[config.mk]
export PLATFORM = sky130hd
export DESIGN_NAME = i2c_slave_regbank
export DESIGN_NICKNAME = d
export VERILOG_FILES = /design/src/rtl/i2c_pkg.sv /design/src/rtl/i2c_slave_regbank.sv
export SDC_FILE = /design/constraint.sdc
export NUM_CORES = 1
export LEC_CHECK = 0
export ABC_AREA = 0
export CAP_MARGIN = 20
export CORE_MARGIN = 2
export CORE_UTILIZATION = 63
export DETAILED_ROUTE_END_ITERATION = 10
export GPL_ROUTABILITY_DRIVEN = 1
export GPL_TIMING_DRIVEN = 1
export PLACE_DENSITY = 0.95
export REMOVE_ABC_BUFFERS = 1
export SLEW_MARGIN = 10
export SYNTH_ARGS = -nofsm -noshare
export SYNTH_HDL_FRONTEND = slang
export SYNTH_SLANG_ARGS = --single-unit
[constraint.sdc]
create_clock -name clk_i -period 16.6 [get_ports clk_i]
set_input_delay 1.66 -clock clk_i [delete_from_list [all_inputs] [get_ports clk_i]]
set_output_delay 1.66 -clock clk_i [all_outputs]
set_load 0.02 [all_outputs]
[src/rtl/i2c_pkg.sv]
// Register map and status bit layout of the I2C slave register bank.
// Shared with the software header generator, so keep names stable.
package i2c_pkg;

  localparam logic [7:0] I2C_REG_CTRL   = 8'h40;
  localparam logic [7:0] I2C_REG_DIRTY  = 8'h44;
  localparam logic [7:0] I2C_REG_STATUS = 8'h48;
  localparam logic [7:0] I2C_REG_SADDR  = 8'h4C;

  localparam int CTRL_EN     = 0;
  localparam int CTRL_IRQ_EN = 1;

  localparam int STATUS_OOR     = 0;
  localparam int STATUS_COLL    = 1;
  localparam int STATUS_WR_SEEN = 2;

endpackage

[src/rtl/i2c_slave_regbank.sv]
// Register bank shared between an upstream I2C slave and the core peripheral bus.
// I2C writes land one cycle after the valid rise; the I2C side wins every same-cycle conflict.
module i2c_slave_regbank
  import i2c_pkg::*;
#(
  parameter int         N_REGS         = 16,
  parameter logic [7:0] RST_SLAVE_ADDR = 8'hA0
) (
  input  logic        clk_i,
  input  logic        rst_i,
  input  logic        req_i,
  input  logic        we_i,
  input  logic [7:0]  addr_i,
  input  logic [31:0] wdata_i,
  output logic        gnt_o,
  output logic        rvalid_o,
  output logic [31:0] rdata_o,
  output logic        irq_o,
  output logic        slv_enable_o,
  output logic [7:0]  slv_addr_o,
  input  logic [7:0]  slv_reg_addr_i,
  input  logic        slv_read_i,
  input  logic        slv_valid_i,
  input  logic [7:0]  slv_wdata_i,
  output logic [7:0]  slv_rdata_o
);

  localparam logic [5:0] W_CTRL   = I2C_REG_CTRL[7:2];
  localparam logic [5:0] W_DIRTY  = I2C_REG_DIRTY[7:2];
  localparam logic [5:0] W_STATUS = I2C_REG_STATUS[7:2];
  localparam logic [5:0] W_SADDR  = I2C_REG_SADDR[7:2];

  logic [7:0]        regs [N_REGS];
  logic [N_REGS-1:0] dirty;
  logic [N_REGS-1:0] dirty_set;
  logic [N_REGS-1:0] dirty_clr;
  logic [N_REGS-1:0] dirty_next;
  logic [N_REGS-1:0] core_reg_wr;
  logic [2:0]        status;
  logic [2:0]        status_set;
  logic [2:0]        status_clr;
  logic [2:0]        status_next;
  logic [1:0]        ctrl;
  logic [6:0]        saddr;

  logic              valid_q;
  logic              ev;
  logic              wr_p0;
  logic [7:0]        waddr_p0;
  logic [7:0]        wdata_p0;

  logic              core_wr;
  logic              core_rd;
  logic [5:0]        widx;
  logic              i2c_hit;
  logic [31:0]       rd_val;
  logic [7:0]        slv_rd_val;

  logic              rvalid;
  logic [31:0]       rdata;
  logic              irq;
  logic [7:0]        slv_rdata;

  logic              unused_bits;
  assign unused_bits = ^{addr_i[1:0], wdata_i[31:8]};

  assign gnt_o        = req_i;
  assign rvalid_o     = rvalid;
  assign rdata_o      = rdata;
  assign irq_o        = irq;
  assign slv_enable_o = ctrl[CTRL_EN];
  assign slv_addr_o   = {saddr, 1'b0};
  assign slv_rdata_o  = slv_rdata;

  assign core_wr = req_i && we_i;
  assign core_rd = req_i && !we_i;
  assign widx    = addr_i[7:2];
  assign ev      = slv_valid_i && !valid_q;
  assign i2c_hit = wr_p0 && (int'(waddr_p0) < N_REGS);

  always_comb begin
    dirty_set   = '0;
    core_reg_wr = '0;
    for (int k = 0; k < N_REGS; k++) begin
      if (i2c_hit && (waddr_p0 == 8'(k))) dirty_set[k] = 1'b1;
      if (core_wr && (widx == 6'(k)))     core_reg_wr[k] = 1'b1;
    end
    dirty_clr  = (core_wr && (widx == W_DIRTY)) ? wdata_i[N_REGS-1:0] : '0;
    dirty_next = (dirty & ~dirty_clr) | dirty_set;

    status_set                 = '0;
    status_set[STATUS_OOR]     = wr_p0 && !i2c_hit;
    status_set[STATUS_COLL]    = |(dirty_set & core_reg_wr);
    status_set[STATUS_WR_SEEN] = wr_p0;
    status_clr  = (core_wr && (widx == W_STATUS)) ? wdata_i[2:0] : '0;
    status_next = (status & ~status_clr) | status_set;
  end

  always_comb begin
    rd_val     = '0;
    slv_rd_val = 8'hFF;
    for (int k = 0; k < N_REGS; k++) begin
      if (widx == 6'(k))              rd_val     = {24'd0, regs[k]};
      if (slv_reg_addr_i == 8'(k))    slv_rd_val = regs[k];
    end
    case (widx)
      W_CTRL:   rd_val = {30'd0, ctrl};
      W_DIRTY:  rd_val = 32'(dirty);
      W_STATUS: rd_val = {29'd0, status};
      W_SADDR:  rd_val = {24'd0, saddr, 1'b0};
      default:  ;
    endcase
  end

  // p0: capture the I2C write beat; the write lands in the following cycle
  always_ff @(posedge clk_i) begin
    if (ev) begin
      waddr_p0 <= slv_reg_addr_i;
      wdata_p0 <= slv_wdata_i;
    end
  end

  // valid_q resets high so a valid already asserted at reset release is not seen as a rise
  always_ff @(posedge clk_i or posedge rst_i) begin
    if (rst_i) begin
      valid_q   <= 1'b1;
      wr_p0     <= 1'b0;
      dirty     <= '0;
      status    <= '0;
      ctrl      <= '0;
      saddr     <= RST_SLAVE_ADDR[7:1];
      rvalid    <= 1'b0;
      rdata     <= '0;
      irq       <= 1'b0;
      slv_rdata <= 8'hFF;
      for (int k = 0; k < N_REGS; k++) regs[k] <= '0;
    end else begin
      valid_q   <= slv_valid_i;
      wr_p0     <= ev && !slv_read_i;
      dirty     <= dirty_next;
      status    <= status_next;
      rvalid    <= req_i;
      rdata     <= core_rd ? rd_val : '0;
      irq       <= ctrl[CTRL_IRQ_EN] && (|dirty_next);
      slv_rdata <= slv_rd_val;
      for (int k = 0; k < N_REGS; k++) begin
        if (dirty_set[k])        regs[k] <= wdata_p0;
        else if (core_reg_wr[k]) regs[k] <= wdata_i[7:0];
      end
      if (core_wr && (widx == W_CTRL))  ctrl  <= wdata_i[1:0];
      if (core_wr && (widx == W_SADDR)) saddr <= wdata_i[7:1];
    end
  end

endmodule
==> results of run 1 <==
==> per-stage QoR <==
step	instances	total power [mW]
3_3_place_gp	1437	0.723
6_report	1470	1.15
3_5_place_dp	1437	0.731
2_1_floorplan	1089	0.655
4_1_cts	1469	1.14
5_1_grt	1470	1.18
==> power by group <==
| part | internal, mW | switching [mW] | leakage [nW] |
|---|---|---|---|
| Combinational | 0.0681 | 0.0959 | 2.48 |
| Clock | 0.214 | 0.205 | 0.285 |
| Sequential | 0.531 | 0.0385 | 2.07 |
==> cell usage in the layout, fill, tap and decap left out, drive strengths merged, types with 23 or more instances in the layout <==
master         netlist  routed
a21oi               47      47
nor2                49      49
mux2                23      23
clkdlybuf4s50        0      74
dfrtp              173     173
nand2              146     146
o21ai              143     143
nor3                24      24
nand3               31      31
buf                 58      41
mux2i              163     163
==> metal layers <==
layer | routed length, µm | vias to the layer above | part of all wire
met1 | 13100 | 5018 | 0.33
met2 | 16600 | 1076 | 0.42
met3 | 6150 | 349 | 0.16
met4 | 3420 | 0 | 0.087
met5 | 0 | - | 0
li1 | - | 4414 | -
==> worst paths after layout <==
check / depth (start not counted) / start / end
max in group asynchronous: 4 / rst_i / regs[88]
max reg2reg: 5 / waddr_p0[6] / irq_o
min in group asynchronous: 2 / rst_i / rdata_o[7]
min: 1 / dirty[12] / rdata_o[12]
min reg2reg: 1 / dirty[12] / rdata_o[12]
max: 2 / req_i / gnt_o
==> registers in the layout, indices dropped and copies added (netlist names) <==
signal / count
status: 3
dirty: 16
waddr_p0: 8
saddr: 7
valid_q: 1
irq_o: 1
ctrl: 2
slv_rdata_o: 8
rvalid_o: 1
rdata_o: 16
wdata_p0: 8
wr_p0: 1
regs: 128
==> worst register-to-register path, stage by stage, from the launching register on <==
cell	delay, ns
edfxtp_1	0.36
or4_1	0.61
or3_1	0.67
a21boi_0	0.74
nand4b_1	0.18
o41a_1	0.44
==> cell type report <==
| type | instances | area, µm² |
|---|---|---|
| timing repair buffer | 115 | 1040 |
| clock inverter | 13 | 105 |
| inverter | 14 | 57.6 |
| clock buffer | 19 | 475 |
| multi-input combinational | 875 | 6150 |
| fill | 1301 | 5300 |
| sequential | 200 | 5100 |
| tap | 234 | 293 |
==> logic make-up (layout without fill, tap and decap cells) <==
family | count (synthesis) | in the layout | share of synthesized area
and+or+nand+nor | 334 | 334 | 0.143
AOI/OAI and AO/OA | 317 | 317 | 0.167
muxes | 207 | 207 | 0.201
DFF | 200 | 200 | 0.433
buffers and inverters | 145 | 161 | 0.0563
other | 1 | 17 | 0.000318
==> impl_metrics.env, run 1 <==
export IMPL_ios=114
export IMPL_die_y_um=141
export IMPL_rsz0062_at_grt="no"
export IMPL_routed_via_density=7.39
export IMPL_antenna_found_initial=1
export IMPL_synth_cells=1204
export IMPL_critPathCaptureType="primary output"
export IMPL_hold_ws_ns=0.487
export IMPL_worstPathRequired_ns=14.94
export IMPL_hp_class="flip-flop to flip-flop"
export IMPL_hold_viol_final=0
export IMPL_grt_pass1_wl_mm=59.1
export IMPL_gp_congestion=1.07
export IMPL_synth_area_um2=11800
export IMPL_yosys_area_top_type="dfrtp_1"
export IMPL_vias=10900
export IMPL_grtUsageTotal=0.396
export IMPL_status="completed"
export IMPL_path_clk_slew_ns=0.07
export IMPL_dpl_cell_area_um2=12600
export IMPL_grt_busiest_layer="met2"
export IMPL_final_area_um2=13200
export IMPL_first_pass_iters=7
export IMPL_ys_flop_type="dfrtp_1"
export IMPL_num_rows=50
export IMPL_synth_seq_cells=200
export IMPL_synth_edff_count=16
export IMPL_dpl_worst_slack_ns=11.85
export IMPL_antenna_cells=0
export IMPL_power_density_nw_per_um2=87.2
export IMPL_grt_pass1_vias=10300
export IMPL_root_buffer="clkbuf_16"
export IMPL_cp_slowest_cell="clkdlybuf4s50_1"
export IMPL_synth_top_cell_area_share=0.367
export IMPL_clock_path_buffers=2
export IMPL_grt_max_degree=65
export IMPL_ys_top_cells_by_count="dfrtp_1, mux2i_1, nand2_1"
export IMPL_met1_usage=0.499
export IMPL_fin_crit_ns=4.78
export IMPL_vdd_drop_max_uv=78.1
export IMPL_critPathTopFamily="buffers and inverters"
export IMPL_yosysSeqAreaShare=0.433
export IMPL_post_route_util=0.714
export IMPL_tightest_slew_ns=1.25
export IMPL_post_cts_buffers=0
export IMPL_synthArstFlopShare=0.920
export IMPL_cts_sinks=200
export IMPL_drtAntennaViolNets=0
export IMPL_power_leakage_nw=4.84
export IMPL_worstSetupPathType="input port to primary output"
export IMPL_hold_buffers=0
export IMPL_initial_utilization=0.636
export IMPL_drc=0
export IMPL_rrSetupSlack_ns=13.49
export IMPL_synth_cell_types=76
export IMPL_synth_area_per_cell_um2=9.79
export IMPL_coreArea_um2=18500
export IMPL_layout_drive_gt1_share=0.132
export IMPL_fin_skew_ns=0.00970
export IMPL_cap_violations=0
export IMPL_fin_crit_sh=0.288
export IMPL_die_area_um2=19800
export IMPL_grt_use_met2=0.563
export IMPL_grt_util_met3=0.145
export IMPL_start_kind="input port"
export IMPL_routed_wl_mm=39.2
export IMPL_cpPeakStageDelay_ns=0.75
export IMPL_cts_buffers_inserted=17
export IMPL_slew_headroom=0.168
export IMPL_arrival_ns=3.12
export IMPL_yosysMostFrequentCell="dfrtp_1"
export IMPL_cts_resized_gates=0
export IMPL_slew_viol_final=0
export IMPL_critical_path_most_common_cell="clkdlybuf4s50_1"
export IMPL_cts_tree="built"
export IMPL_fmax_mhz=209
export IMPL_grt_remaining_overflow=0
export IMPL_clk_latency_ns=0.46
export IMPL_htree_levels=4
export IMPL_finalSetupViolations=0
export IMPL_numPortBuffers=78
export IMPL_finalWorstSetupSlack_ns=11.82
export IMPL_tns_ns=0
export IMPL_fin_nets=1285
export IMPL_syn_to_final_growth_pct=12.2
export IMPL_place_hpwl_mm=25.0
export IMPL_drt_iter0_drc=1957
export IMPL_cp_max_fo=9
export IMPL_wl_per_cell_um=26.7
export IMPL_ys_top_cells_by_area="dfrtp_1, mux2i_1, o21ai_0, nand2_1, edfxtp_1"
export IMPL_cp_cell_sequence="clkdlybuf4s50_1, clkdlybuf4s50_1"
export IMPL_cp_buffers_inverters=2
export IMPL_ys_warn_count=0
export IMPL_die_w_um=141
Power figures use the tool's default switching activity.
==> run 2: changes to the inputs <==
--- a/config.mk
+++ b/config.mk
@@ -8,11 +8,11 @@
 export ABC_AREA = 0
 export CAP_MARGIN = 20
 export CORE_MARGIN = 2
-export CORE_UTILIZATION = 63
+export CORE_UTILIZATION = 58
 export DETAILED_ROUTE_END_ITERATION = 10
 export GPL_ROUTABILITY_DRIVEN = 1
 export GPL_TIMING_DRIVEN = 1
-export PLACE_DENSITY = 0.95
+export PLACE_DENSITY = 0.89
 export REMOVE_ABC_BUFFERS = 1
 export SLEW_MARGIN = 10
 export SYNTH_ARGS = -nofsm -noshare
==> constraint.sdc (replaced) <==
create_clock -name clk_i -period 4.82 [get_ports clk_i]
set_input_delay 0.482 -clock clk_i [delete_from_list [all_inputs] [get_ports clk_i]]
set_output_delay 0.482 -clock clk_i [all_outputs]
set_load 0.02 [all_outputs]
==> run 2 against run 1 <==
  * Via count is 3.7% lower
  * Clock skew up 0.0014 ns
  * Wire length is 2.7% lower
  * Final area rose by 0.57%
  * Sequential share of layout area is 0.22 points lower
  * Hold slack worse by 0.013 ns
  * First-iteration DRC count down 13%
  * Register-to-register slack got worse by 12 ns
  * Cell count rose by 2.7%
  * Die area grew 8.4%
  * Setup slack got worse by 10 ns
  * Critical path type is now input port to flip-flop
==> impl_metrics.env, run 2 (synthesized netlist as in run 1, its figures left out) <==
export IMPL_status="completed"
export IMPL_drt_iter0_drc=1702
export IMPL_cts_buffers_inserted=17
export IMPL_multi_input_area_um2=6160
export IMPL_layout_drive_gt1_share=0.134
export IMPL_critPathCaptureType="flip-flop"
export IMPL_antenna_found_initial=0
export IMPL_p_int_mw=2.74
export IMPL_die_w_um=147
export IMPL_final_area_um2=13300
export IMPL_drc=0
export IMPL_antenna_cells=0
export IMPL_worstPathRequired_ns=5.15
export IMPL_vdd_drop_max_uv=253
export IMPL_root_buffer="clkbuf_16"
export IMPL_initial_utilization=0.586
export IMPL_clock_path_buffers=2
export IMPL_routed_wl_mm=38.2
export IMPL_num_rows=52
export IMPL_cts_tree="built"
export IMPL_p_sw_mw=1.14
export IMPL_arrival_ns=3.54
export IMPL_start_kind="input port"
export IMPL_coreArea_um2=20100
export IMPL_tightest_slew_ns=1.10
export IMPL_p_total_mw=3.88
export IMPL_hold_buffers=0
export IMPL_cts_resized_gates=0
export IMPL_place_hpwl_mm=25.4
export IMPL_fin_crit_sh=0.667
export IMPL_pwr_share_comb=0.144
export IMPL_top_register="regs"
export IMPL_finalWorstSetupSlack_ns=1.61
export IMPL_p_sw_frac=0.294
export IMPL_hp_class="input port to flip-flop"
export IMPL_cap_violations=0
export IMPL_htree_levels=4
export IMPL_worstSetupPathType="input port to flip-flop"
export IMPL_finalSetupViolations=0
export IMPL_dpl_worst_slack_ns=1.25
export IMPL_slew_viol_final=0
export IMPL_power_density_nw_per_um2=292
export IMPL_die_area_um2=21500
export IMPL_clock_power_share=0.352
export IMPL_largest_reg_flops=128
export IMPL_wl_per_cell_um=25.3
export IMPL_die_y_um=147
export IMPL_n_fill_cell=1503
export IMPL_grt_pass1_wl_mm=58.7
export IMPL_grt_max_degree=96
export IMPL_fin_crit_ns=3.21
export IMPL_post_route_util=0.661
export IMPL_power_leakage_nw=4.84
export IMPL_first_pass_iters=6
export IMPL_syn_to_final_growth_pct=12.8
export IMPL_fmax_mhz=311
export IMPL_hold_viol_final=0
export IMPL_path_clk_slew_ns=0.08
export IMPL_cts_sinks=200
export IMPL_routed_via_density=6.93
export IMPL_rsz0062_at_grt="no"
export IMPL_clk_latency_ns=0.44
export IMPL_ios=114
export IMPL_grt_remaining_overflow=0
export IMPL_final_cell_mix="dfrtp_1, mux2i_1, nand2_1"
export IMPL_grt_pass1_vias=9941
export IMPL_seq_area_um2=5100
export IMPL_tns_ns=0
export IMPL_vias=10500
export IMPL_fin_skew_ns=0.0111
export IMPL_drtAntennaViolNets=0
export IMPL_gp_congestion=1.02
export IMPL_final_common_cell="dfrtp_1"
export IMPL_post_cts_buffers=0
export IMPL_slew_headroom=0.264
export IMPL_numPortBuffers=78
export IMPL_seq_power_share=0.504
export IMPL_grtUsageTotal=0.360
export IMPL_fin_nets=1289
export IMPL_dpl_cell_area_um2=12700
export IMPL_cp_max_fo=18
run 2: changes by cell type in the layout (fill, tap and decap cells not counted), moves of 2 or more:
| cell | change |
|---|---|
| buf_12 | +2 |
| buf_4 | +3 |
| clkbuf_16 | -2 |
| clkinv_1 | +2 |
| clkinv_2 | -2 |
| inv_6 | -3 |
| nor3_1 | -2 |
| nor3_2 | +2 |
run 2: area by class of cell:
type	instances	area share
clock buffers	18	0.0323
multi-input cells	875	0.463
clock inverters	14	0.00904
repair buffers	119	0.0823
flip-flops and latches	200	0.384
inverters	14	0.00433
well taps	270	0.0254
run 2: power groups by stage:
| stage | Combinational (mW) | Clock [mW] | Sequential, mW |
|---|---|---|---|
| finish | 0.559 | 1.37 | 1.96 |
| global route | 0.600 | 1.44 | 1.97 |
| CTS | 0.546 | 1.37 | 1.95 |
| detailed placement | 0.543 | 0 | 1.98 |
| global placement | 0.526 | 0 | 1.97 |
| floorplan | 0.307 | 0 | 1.95 |
run 2: routing by layer:
layer | routed length, µm | track usage | vias to the layer above
li1 | - | - | 4426
met2 | 16600 | 0.540 | 841
met5 | 0 | 0 | -
met3 | 5020 | 0.107 | 200
met1 | 14100 | 0.475 | 4990
met4 | 2400 | 0.191 | 0
run 2: critical path: stages:
cell and delay [ns]:
clkdlybuf4s50_1 0.69, nor4b_4 0.96, nand3_1 0.22, a21o_1 0.26
or4_1 0.53, o41a_1 0.39
run 2: metrics by stage:
stage,cells,hold WS [ns]
2_1_floorplan,1089,0.446
3_3_place_gp,1478,0.464
3_5_place_dp,1478,0.468
4_1_cts,1510,0.467
5_1_grt,1510,0.470
6_report,1510,0.474
run 2: final timing paths:
check / cells after the start / from / end / slack [ns]
worst max-delay path: 6 / addr_i[6] / irq_o / 1.61
worst min-delay path: 1 / slv_valid_i / valid_q / 0.47
worst max register to register: 6 / waddr_p0[6] / status[1] / 1.77
worst min register to register: 1 / dirty[11] / rdata_o[11] / 0.48
max in group asynchronous: 3 / rst_i / slv_rdata_o[4] / 3.27
min in group asynchronous: 2 / rst_i / rdata_o[9] / 0.54
